==> src/rtl/seg_scan_ctrl.sv <==
// seg_scan_ctrl: scans a 6-digit BCD frame onto a shared active-low 7-seg bus with blanking gaps.
// Define SCAN_DIM_EN to add a 3-bit brightness input that shortens the lit part of each dwell.
`ifndef NUMBER_0
`define NUMBER_0 8'hC0
`define NUMBER_1 8'hF9
`define NUMBER_2 8'hA4
`define NUMBER_3 8'hB0
`define NUMBER_4 8'h99
`define NUMBER_5 8'h92
`define NUMBER_6 8'h82
`define NUMBER_7 8'hF8
`define NUMBER_8 8'h80
`define NUMBER_9 8'h90
`endif
module seg_scan_ctrl #(
   parameter int DWELL = 4096,
   parameter int GAP = 64,
   parameter logic [7:0] BLANK_SEG = 8'hFF
) (
   input  logic        clk,
   input  logic        rst,
   input  logic        enable,
   input  logic [23:0] frame_bcd,
   input  logic [5:0]  dp_mask,
   input  logic        frame_valid,
`ifdef SCAN_DIM_EN
   input  logic [2:0]  brightness,
`endif
   output logic        frame_ready,
   output logic        frame_done,
   output logic [7:0]  number,
   output logic [5:0]  digit_block
);
   localparam int MX = DWELL > GAP ? DWELL : GAP;
   localparam int CW = MX > 1 ? $clog2(MX) : 1;
   typedef enum logic [1:0] {IDLE, SHOW, GAP_ST} state_t;
   state_t state, n_state;
   logic [2:0] idx, n_idx;
   logic [CW-1:0] cnt, n_cnt;
   logic [23:0] act, pend, n_act;
   logic [5:0] act_dp, pend_dp, n_dp;
   logic n_done, last, entry, swap, drive;
   logic [3:0] nib;
   function automatic logic [7:0] seg(input logic [3:0] n);
      case (n)
         4'd0: seg = `NUMBER_0;
         4'd1: seg = `NUMBER_1;
         4'd2: seg = `NUMBER_2;
         4'd3: seg = `NUMBER_3;
         4'd4: seg = `NUMBER_4;
         4'd5: seg = `NUMBER_5;
         4'd6: seg = `NUMBER_6;
         4'd7: seg = `NUMBER_7;
         4'd8: seg = `NUMBER_8;
         4'd9: seg = `NUMBER_9;
         default: seg = BLANK_SEG;
      endcase
   endfunction
`ifdef SCAN_DIM_EN
   logic [CW:0] on_len, n_on;
   int on_raw;
`endif
   always_comb begin
      last = idx == 3'd5;
      n_state = state;
      n_idx = idx;
      n_cnt = cnt + 1'b1;
      n_done = 1'b0;
      if (!enable) begin
         n_state = IDLE;
         n_idx = 3'd0;
         n_cnt = '0;
      end else begin
         case (state)
            IDLE: begin
               n_state = SHOW;
               n_idx = 3'd0;
               n_cnt = '0;
            end
            SHOW: if (cnt == CW'(DWELL - 1)) begin
               n_cnt = '0;
               if (GAP == 0) begin
                  n_idx = last ? 3'd0 : idx + 3'd1;
                  n_done = last;
               end else n_state = GAP_ST;
            end
            default: if (cnt == CW'(GAP - 1)) begin
               n_state = SHOW;
               n_cnt = '0;
               n_idx = last ? 3'd0 : idx + 3'd1;
               n_done = last;
            end
         endcase
      end
      entry = n_state == SHOW && (state != SHOW || cnt == CW'(DWELL - 1));
      swap = entry && n_idx == 3'd0 && !frame_ready;
      n_act = swap ? pend : act;
      n_dp = swap ? pend_dp : act_dp;
      nib = n_act[{n_idx, 2'b00} +: 4];
`ifdef SCAN_DIM_EN
      // lit portion is latched at SHOW entry so a brightness change never splits a dwell
      on_raw = ((int'(brightness) + 1) * DWELL) / 8;
      n_on = entry ? (CW + 1)'(on_raw < 1 ? 1 : on_raw) : on_len;
      drive = n_state == SHOW && {1'b0, n_cnt} < n_on;
`else
      drive = n_state == SHOW;
`endif
   end
   always_ff @(posedge clk or negedge rst) begin
      if (!rst) begin
         state <= IDLE;
         idx <= 3'd0;
         cnt <= '0;
         act <= 24'hFFFFFF;
         act_dp <= 6'd0;
         pend <= 24'hFFFFFF;
         pend_dp <= 6'd0;
         frame_ready <= 1'b1;
         frame_done <= 1'b0;
         number <= BLANK_SEG;
         digit_block <= 6'b111111;
`ifdef SCAN_DIM_EN
         on_len <= '0;
`endif
      end else begin
         state <= n_state;
         idx <= n_idx;
         cnt <= n_cnt;
         act <= n_act;
         act_dp <= n_dp;
         frame_done <= n_done;
         if (frame_valid && frame_ready) begin
            pend <= frame_bcd;
            pend_dp <= dp_mask;
            frame_ready <= 1'b0;
         end else if (swap) frame_ready <= 1'b1;
         number <= drive ? seg(nib) & ~{n_dp[n_idx], 7'd0} : BLANK_SEG;
         digit_block <= drive ? ~(6'b1 << n_idx) : 6'b111111;
`ifdef SCAN_DIM_EN
         on_len <= n_on;
`endif
      end
   end
endmodule

==> config.mk <==
export PLATFORM = sky130hd
export DESIGN_NAME = seg_scan_ctrl
export DESIGN_NICKNAME = d
export VERILOG_FILES = /design/src/rtl/seg_scan_ctrl.sv
export SDC_FILE = /design/constraint.sdc
export NUM_CORES = 1
export LEC_CHECK = 0
export CORE_UTILIZATION = 45
export CTS_BUF_LIST = sky130_fd_sc_hd__clkbuf_8
export CTS_CLUSTER_DIAMETER = 40
export DETAILED_ROUTE_END_ITERATION = 8
export GPL_ROUTABILITY_DRIVEN = 1
export PLACE_DENSITY = 0.72
export RECOVER_POWER = 50
export SLEW_MARGIN = 20
export SYNTH_ARGS = -nofsm -noshare
export SYNTH_HDL_FRONTEND = slang
export SYNTH_SLANG_ARGS = --single-unit
==> constraint.sdc <==
create_clock -name clk -period 4.6 [get_ports clk]
set_input_delay 0.92 -clock clk [delete_from_list [all_inputs] [get_ports clk]]
set_output_delay 0.92 -clock clk [all_outputs]
set_load 0.005 [all_outputs]
==> results of run 1 <==
[cell type report]
cell class,instances,area (um2)
Timing Repair Buffer,55,523
Tap cell,108,135
Clock inverter,5,71.3
Clock buffer,10,138
Multi-Input combinational cell,212,1670
Fill cell,744,3850
Sequential cell,93,2410
Inverter,13,50.0
[sequential cells by signal (all words and copies together) (netlist names)]
signal	cells
number	8
digit_block	6
idx	3
frame_ready	1
act_dp	6
frame_done	1
pend_dp	6
act	24
state	2
cnt	12
pend	24
[cells by family (layout without fill, tap and decap cells)]
logic type,count (synthesis),in the layout
simple gates,87,87
xor+xnor,11,11
flops,93,93
fa+ha+maj,6,6
buf+inv,26,83
mux,69,69
compound gates,39,39
[routing by layer]
metal	global-route usage (%)	wire (um)	vias up
met1	23.8	3680	1360
met5	0	0	-
li1	-	-	1270
met3	3.05	275	9
met4	8.50	116	0
met2	28.0	3710	62
[cells in the mapped netlist, types with 4 or more instances]
master    instances  area share [%]
xor2_1            5             1.0
dfrtp_1          30              18
inv_1            12             1.1
buf_2             4            0.48
clkbuf_1          9            0.81
a21oi_1          10             1.2
mux2_2           65              17
mux2i_1           4            0.96
xnor2_1           6             1.3
dfstp_2          63              40
ha_1              6             1.8
o21ai_0          11             1.3
and3_1           10             1.5
nand2_1          14             1.3
nand3_1          17             2.0
nor2_1           27             2.4
[worst max-delay path, delay by kind of cell (launching register included)]
kind / cells / cell delay (ns)
compound gates: 3 / 1.25
buf+inv: 1 / 0.16
simple gates: 4 / 1.58
flops: 1 / 0.42
fa+ha+maj: 1 / 0.25
mux: 1 / 0.27
[worst min-delay path by stage]
| stage | endpoint |
|---|---|
| floorplan | frame_done |
| global placement | cnt[0] |
| detailed placement | cnt[0] |
| CTS | cnt[0] |
| global route | cnt[0] |
| finish | cnt[0] |
[where the power goes]
group | internal (uW) | switching (uW) | leakage [uW] | total [uW]
Sequential | 1170 | 119 | 0.00105 | 1290
Combinational | 340 | 230 | 0.000917 | 570
Clock | 313 | 268 | 0.000116 | 581
[metrics by stage]
step	power (uW)	worst slack, ns
after floorplan	1660	1.12
final	2440	0.597
after global placement	1850	0.813
after CTS	2470	0.699
after detailed placement	1890	0.596
after global routing	2580	0.369
==> reports/metrics.yaml, run 1 <==
run_status:
  status: "complete, but fails checks"
  violations: "DRC, capacitance limit, slew limit"
setup_path:
  cp.required_ns: 4.88
  critPathArrivalTime_ns: 4.28
  reg2reg_depth: 10
  r2r-start: "cnt[6]"
  path_cells: "or4_1, or4b_1, and3b_1, o21ai_1, nand3_1, a32oi_2, inv_1, ha_1, mux2_2, a32oi_1"
  reg2reg_to: "number[4]"
  cp_max_fo: 12
  reg2reg_slack_ns: 0.60
  crit_end: "number[4]"
  critPathCaptureType: "flop"
  critical_path.startpoint: "cnt[6]"
  cp-start-kind: "flop"
  worstSetupPathType: "reg -> reg"
  cp_slowest_cell: "o21ai_1"
  cpPeakStageDelay_ns: 0.62
cts:
  root_buffer: "clkbuf_8"
  cts_tree: "done"
  clkLatencyLatePin_ns: 0.36
  clk_pin_slew_ns: 0.09
  ctsLongestPathBuffers: 2
  cts_inserted_buffers: 9
  cts-resized-gates: 0
  cts_setup_buffers: 0
  cts_sinks: 93
  holdBufCountCts: 0
  htree_levels: 3
global_route:
  antenna_found_initial: 0
  gr-total-overflow: 0
  grt_pass1_wl_um: 13300
  grt_pass1_vias: 2772
  grt_max_degree: 58
  grt_usage_pct: 17.6
floorplan:
  num_rows: 34
  initial_core_util_pct: 47.3
  die_y_um: 98.5
  die_w_um: 98.5
  dieArea_um2: 9690
  coreArea_um2: 8850
  io_pins: 50
synthesis:
  ys.warnings.count: 0
  syn_avg_cell_area_um2: 12.6
  ys_ff_latch: 93
  synthXorXnorAreaFrac_pct: 2.30
  synth_edf_count: 0
  synth_top_family_by_area: "multiplexers"
  synthArstFlopShare_pct: 100
  yosysSeqAreaShare_pct: 57.5
  syn_area_um2: 4190
  synthMuxAreaShare_pct: 18.4
  synth_compound_area_share_pct: 6.93
  synth_top_flop_cell: "dfstp_2"
  syn_inst: 331
  ys_types: 45
  synth_nets: 371
  synthSimpleGateAreaFrac_pct: 10.6
  synthAdderAreaFrac_pct: 1.79
sta:
  whs_ns: 0.491
  period_share_pct: 87.0
  hold_viol_final: 0
  fmax_mhz: 250
  fin_tns_setup_ns: 0
  slew_headroom_pct: -91.7
  max_slew.worst_pin.slew_ns: 2.87
  fin_crit_ns: 4.00
  rsz0062_at_grt: "false"
  maxSlewViolCount: 89
  skew_ns: 0.0150
  setup_viol: 0
routing:
  routedWlPerCell_um: 15.7
  drtIter0Drc: 178
  remaining_drc_errors: 3
  viasPerCell: 5.45
  firstDrtPassIters: 6
  dr_total_vias: 2701
  wirelength_um: 7790
  drtAntennaViolNets: 0
placed_design:
  dp_cells: 481
  place_hpwl_um: 5480
  port_buffers: 49
  place_area_um2: 4800
  place.gp.congestion: 0.871
layout:
  fin_cells: 496
  design_area_um2: 5000
  final_cell_mix: "mux2_2, dfstp_2, clkdlybuf4s50_1"
  drive_above_1_share_pct: 39.7
  final_util_pct: 56.5
  final_common_cell: "mux2_2"
  n_antenna_cell: 0
  areaGrowthSynthToFinish_pct: 19.3
  nets: 424
pwr:
  ir_drop_mv: 0.210
  p_leak_uw: 0.00209
  powerDensity_nw_per_um2: 489
job:
  drv_cap: 2
hold_path:
  holdPathStages: 1
  hold_class: "reg -> reg"
  hold_path.startpoint: "cnt[0]"
No activity file was read; power rests on OpenSTA's default activity.
==> inputs of run 2 (changes only) <==
- CORE_UTILIZATION: 45 -> 58
- MAX_ROUTING_LAYER: unset -> met4
- PLACE_DENSITY: 0.72 -> unset
- PLACE_DENSITY_LB_ADDON: unset -> 0.2
==> run 2 against run 1 <==
Effect of this change:
- the run ends with capacitance limit, slew limit left
- die area shrank 22%
- sequential power is essentially flat
- wire length down 2.0%
- design area about the same
- hold slack improved by 0.0057 ns
- clock power barely moved
- critical path depth up 1
- highest routed layer unchanged
==> reports/metrics.yaml, run 2 (synthesis gave the netlist of run 1 again) <==
setup_path:
  cpPeakStageDelay_ns: 0.60
  cp_slowest_cell: "or4b_1"
  reg2reg_slack_ns: 0.70
  worst-path-buf-inv: 2
  critPathArrivalTime_ns: 4.16
  reg2reg_to: "number[4]"
  cp_common_cell: "or4b_1"
  crit_family: "simple AND/OR/NAND/NOR gates"
  r2r-start: "cnt[6]"
  path_cells: "or4_1, or4b_1, or4b_1, a21o_1, clkinv_2, a21oi_1, a32oi_2, inv_1, ha_1, mux2_2, a32oi_1"
  reg2reg_depth: 11
  cp_max_fo: 9
  worstSetupPathType: "reg -> reg"
  critPathCaptureType: "flop"
  cp-start-kind: "flop"
  cp.required_ns: 4.86
sta:
  rsz0062_at_grt: "false"
  fin_tns_setup_ns: 0
  whs_ns: 0.497
  skew_ns: 0.0123
  max_slew.worst_pin.slew_ns: 2.53
  fmax_mhz: 256
  setup_viol: 0
  period_share_pct: 84.8
  maxSlewViolCount: 82
  slew_headroom_pct: -68.5
  setup_slack_ns: 0.699
  fin_crit_ns: 3.90
  hold_viol_final: 0
hold_path:
  hold_path.startpoint: "cnt[0]"
  hold_path_end: "cnt[0]"
  hold_class: "reg -> reg"
  holdPathStages: 1
global_route:
  grt_usage_pct: 23.3
  grt_max_degree: 51
  grt_pass1_vias: 2745
  gr-total-overflow: 0
  antenna_found_initial: 0
  grt_pass1_wl_um: 13000
pwr:
  p_leak_uw: 0.00209
  clkPwrFrac_pct: 23.6
  power_frac_comb_pct: 23.4
  ir_drop_mv: 0.280
  intPower_uw: 1820
  seqPwrFrac_pct: 52.9
  powerDensity_nw_per_um2: 491
  switching_share_pct: 25.8
  switching_power_uw: 631
layout:
  n_fill_cell: 497
  fin_cells: 486
  nets: 425
  final_cell_mix: "mux2_2, dfstp_2, clkdlybuf4s50_1"
  n_antenna_cell: 0
  reg_top3: "act x24, pend x24, cnt x12"
  final_util_pct: 72.7
  final_common_cell: "mux2_2"
  drive_above_1_share_pct: 40.3
  areaGrowthSynthToFinish_pct: 19.3
cts:
  root_buffer: "clkbuf_8"
  cts_setup_buffers: 0
  clkLatencyLatePin_ns: 0.35
  cts-resized-gates: 0
  cts_sinks: 93
  cts_inserted_buffers: 9
  cts_tree: "done"
  ctsLongestPathBuffers: 2
  htree_levels: 3
  clk_pin_slew_ns: 0.09
  holdBufCountCts: 0
floorplan:
  die_w_um: 87.0
  coreArea_um2: 6870
  dieArea_um2: 7560
  initial_core_util_pct: 60.9
  die_y_um: 87.0
  io_pins: 50
  num_rows: 30
job:
  drv_cap: 2
routing:
  drtAntennaViolNets: 0
  routedWlPerCell_um: 15.7
  firstDrtPassIters: 4
  remaining_drc_errors: 0
  dr_total_vias: 2667
  wirelength_um: 7640
  viasPerCell: 5.49
  drtIter0Drc: 166
placed_design:
  place.gp.congestion: 0.853
  port_buffers: 49
  dp_cells: 470
  place_hpwl_um: 5500
  dp_worst_setup_slack_ns: 0.686
run_status:
  violations: "capacitance limit, slew limit"
  status: "complete, but fails checks"
==> run 2: power by group through the flow <==
| stage | Sequential [uW] | Combinational (uW) | Clock (uW) |
|---|---|---|---|
| 6_report | 1300 | 574 | 579 |
| 5_1_grt | 1330 | 632 | 629 |
| 2_1_floorplan | 1260 | 401 | 0 |
| 4_1_cts | 1300 | 580 | 595 |
| 3_3_place_gp | 1300 | 558 | 0 |
| 3_5_place_dp | 1310 | 575 | 0 |
==> run 2: layer usage <==
| metal | track usage [%] | share of wire (%) |
|---|---|---|
| met1 | 31.2 | 45 |
| met4 | 7.27 | 0.72 |
| met2 | 36.6 | 49 |
| met3 | 3.79 | 4.5 |
| met5 | - | 0 |
==> run 2: metrics by stage <==
| step | area [um2] | total power [uW] |
|---|---|---|
| after detailed placement | 4790 | 1890 |
| after CTS | 5010 | 2470 |
| after floorplan | 4190 | 1660 |
| final | 4990 | 2450 |
| after global placement | 4790 | 1860 |
| after global routing | 4990 | 2590 |
==> run 2: worst reg2reg max path, stage by stage, from the launching register on <==
cell and delay, ns:
dfrtp_1 0.42, or4_1 0.56, or4b_1 0.60, or4b_1 0.54, a21o_1 0.26, clkinv_2 0.15
a21oi_1 0.07, a32oi_2 0.39, inv_1 0.15, ha_1 0.23, mux2_2 0.26, a32oi_1 0.18
==> run 2: layout make-up <==
| type | count | area [um2] | area share, % |
|---|---|---|---|
| Sequential cell | 93 | 2410 | 48.2 |
| Tap cell | 96 | 120 | 2.41 |
| Clock buffer | 9 | 124 | 2.48 |
| Multi-Input combinational cell | 212 | 1670 | 33.5 |
| Timing Repair Buffer | 56 | 531 | 10.6 |
| Inverter | 13 | 50.0 | 1.00 |
| Clock inverter | 7 | 90.1 | 1.80 |
==> run 2: worst max-delay path by stage <==
stage	start	to	slack (ns)	cells past startpoint
after floorplan	cnt[7]	number[4]	1.12	11
final	cnt[6]	number[4]	0.70	11
after CTS	cnt[6]	number[4]	0.77	11
after detailed placement	enable	number[4]	0.69	12
after global placement	enable	number[4]	0.85	12
after global routing	cnt[6]	number[4]	0.46	11
==> inputs of run 3 (changes only) <==
- clock period: 4.6 -> 3.8 ns (I/O delays scaled with it)
==> run 3 against run 2 <==
Effect of this change:
- the flow still finishes with violations (capacitance limit, slew limit)
- via count rose by 0.45%
- non-clock buffer count rose by 1
- sequential share of layout area rose by 0.11 points
- first-iteration DRC count fell by 9.6%
- maximum frequency rose by 9.7%
- clock power rose by 8.5%
- largest cell class unchanged
- largest power group unchanged
==> reports/metrics.yaml, run 3 (synthesis gave the netlist of run 1 again) <==
run_status:
  status: "complete, but fails checks"
  violations: "capacitance limit, slew limit"
pwr:
  powerDensity_nw_per_um2: 582
  p_leak_uw: 0.00208
  ir_drop_mv: 0.339
floorplan:
  coreArea_um2: 6870
  initial_core_util_pct: 60.9
  num_rows: 30
  io_pins: 50
  die_w_um: 87.0
  die_y_um: 87.0
  dieArea_um2: 7560
sta:
  fin_tns_setup_ns: 0
  period_share_pct: 93.6
  rsz0062_at_grt: "false"
  max_slew.worst_pin.slew_ns: 1.61
  fin_crit_ns: 3.56
  skew_ns: 0.00784
  setup_viol: 0
  setup_slack_ns: 0.244
  hold_viol_final: 0
  fmax_mhz: 281
  slew_headroom_pct: -7.13
  maxSlewViolCount: 98
global_route:
  gr-total-overflow: 0
  grt_max_degree: 67
  grt_usage_pct: 23.4
  antenna_found_initial: 0
  grt_pass1_vias: 2656
  grt_pass1_wl_um: 12800
setup_path:
  cp-start-kind: "flop"
  reg2reg_depth: 12
  cpPeakStageDelay_ns: 0.54
  path_cells: "or4_1, or4b_4, or4b_1, a21o_1, clkinv_2, a21oi_1, a32oi_2, buf_4, ha_1, inv_1, o21ba_2, o21ai_0"
  worstSetupPathType: "reg -> reg"
  reg2reg_slack_ns: 0.24
  cp_max_fo: 9
  critPathArrivalTime_ns: 3.83
  cp_slowest_cell: "or4_1"
  r2r-start: "cnt[7]"
  critPathCaptureType: "flop"
  reg2reg_to: "number[2]"
  crit_end: "number[2]"
  critical_path.startpoint: "cnt[7]"
  cp.required_ns: 4.08
cts:
  cts_tree: "done"
  root_buffer: "clkbuf_8"
  clkLatencyLatePin_ns: 0.36
  holdBufCountCts: 0
  cts_sinks: 93
  cts-resized-gates: 0
  clk_pin_slew_ns: 0.09
  cts_inserted_buffers: 9
  ctsLongestPathBuffers: 2
  htree_levels: 3
  cts_setup_buffers: 0
layout:
  n_antenna_cell: 0
  drive_above_1_share_pct: 41.2
  reg_top3: "act x24, pend x24, cnt x12"
  areaGrowthSynthToFinish_pct: 19.0
  final_util_pct: 72.5
  final_common_cell: "mux2_2"
  final_cell_mix: "mux2_2, dfstp_2, clkdlybuf4s50_1"
  nets: 426
routing:
  firstDrtPassIters: 5
  dr_total_vias: 2679
  remaining_drc_errors: 0
  viasPerCell: 5.50
  wirelength_um: 7640
  drtIter0Drc: 150
  drtAntennaViolNets: 0
  routedWlPerCell_um: 15.7
hold_path:
  hold_class: "reg -> reg"
  hold_path.startpoint: "cnt[0]"
placed_design:
  place_hpwl_um: 5520
  port_buffers: 49
  dp_worst_setup_slack_ns: 0.294
  place.gp.congestion: 0.931
job:
  drv_cap: 2
[run 3: worst min path at each step]
stage	slack (ns)	cells past startpoint	endpoint
2_1_floorplan	0.44	1	frame_done
3_3_place_gp	0.48	1	cnt[0]
3_5_place_dp	0.49	1	cnt[0]
4_1_cts	0.50	1	act_dp[2]
5_1_grt	0.52	1	cnt[0]
6_report	0.50	1	cnt[0]
[run 3: cell type report]
type | instances | area [um2]
clock buffers | 10 | 138
clock inverters | 6 | 53.8
fillers | 496 | 1890
inverters | 13 | 50.0
multi-input cells | 212 | 1680
flip-flops and latches | 93 | 2410
well taps | 96 | 120
repair buffers | 57 | 538
[run 3: critical path: cells and delay by family (launching register included)]
kind	cells	cell delay (ns)
AND/OR/NAND/NOR	3	1.60
AO/OA/AOI/OAI	5	0.89
flip-flops	1	0.43
buffers and inverters	3	0.37
adder cells (fa/ha/maj)	1	0.18
[run 3: stage by stage]
| stage | instance area (um2) | power, uW | cells | hold slack (ns) |
|---|---|---|---|---|
| floorplan | 4190 | 2010 | 331 | 0.445 |
| CTS | 4990 | 2930 | 487 | 0.498 |
| global route | 4980 | 3060 | 487 | 0.516 |
| global placement | 4800 | 2250 | 471 | 0.480 |
| detailed placement | 4800 | 2290 | 471 | 0.486 |
| finish | 4980 | 2900 | 487 | 0.495 |
[run 3: layer usage]
| layer | track usage (%) | wire length, um | share of wire (%) | vias up |
|---|---|---|---|---|
| met5 | - | 0 | 0 | - |
| met4 | 11.1 | 195 | 2.6 | 0 |
| met3 | 4.64 | 314 | 4.1 | 20 |
| met2 | 35.8 | 3770 | 49 | 82 |
| met1 | 30.0 | 3360 | 44 | 1309 |
| li1 | - | - | - | 1268 |
[run 3: report_power, final]
| part | switching, uW | internal (uW) | leakage, uW |
|---|---|---|---|
| sequential | 150 | 1420 | 0.00105 |
| clock | 359 | 268 | 0.0000973 |
| combinational | 284 | 417 | 0.000928 |
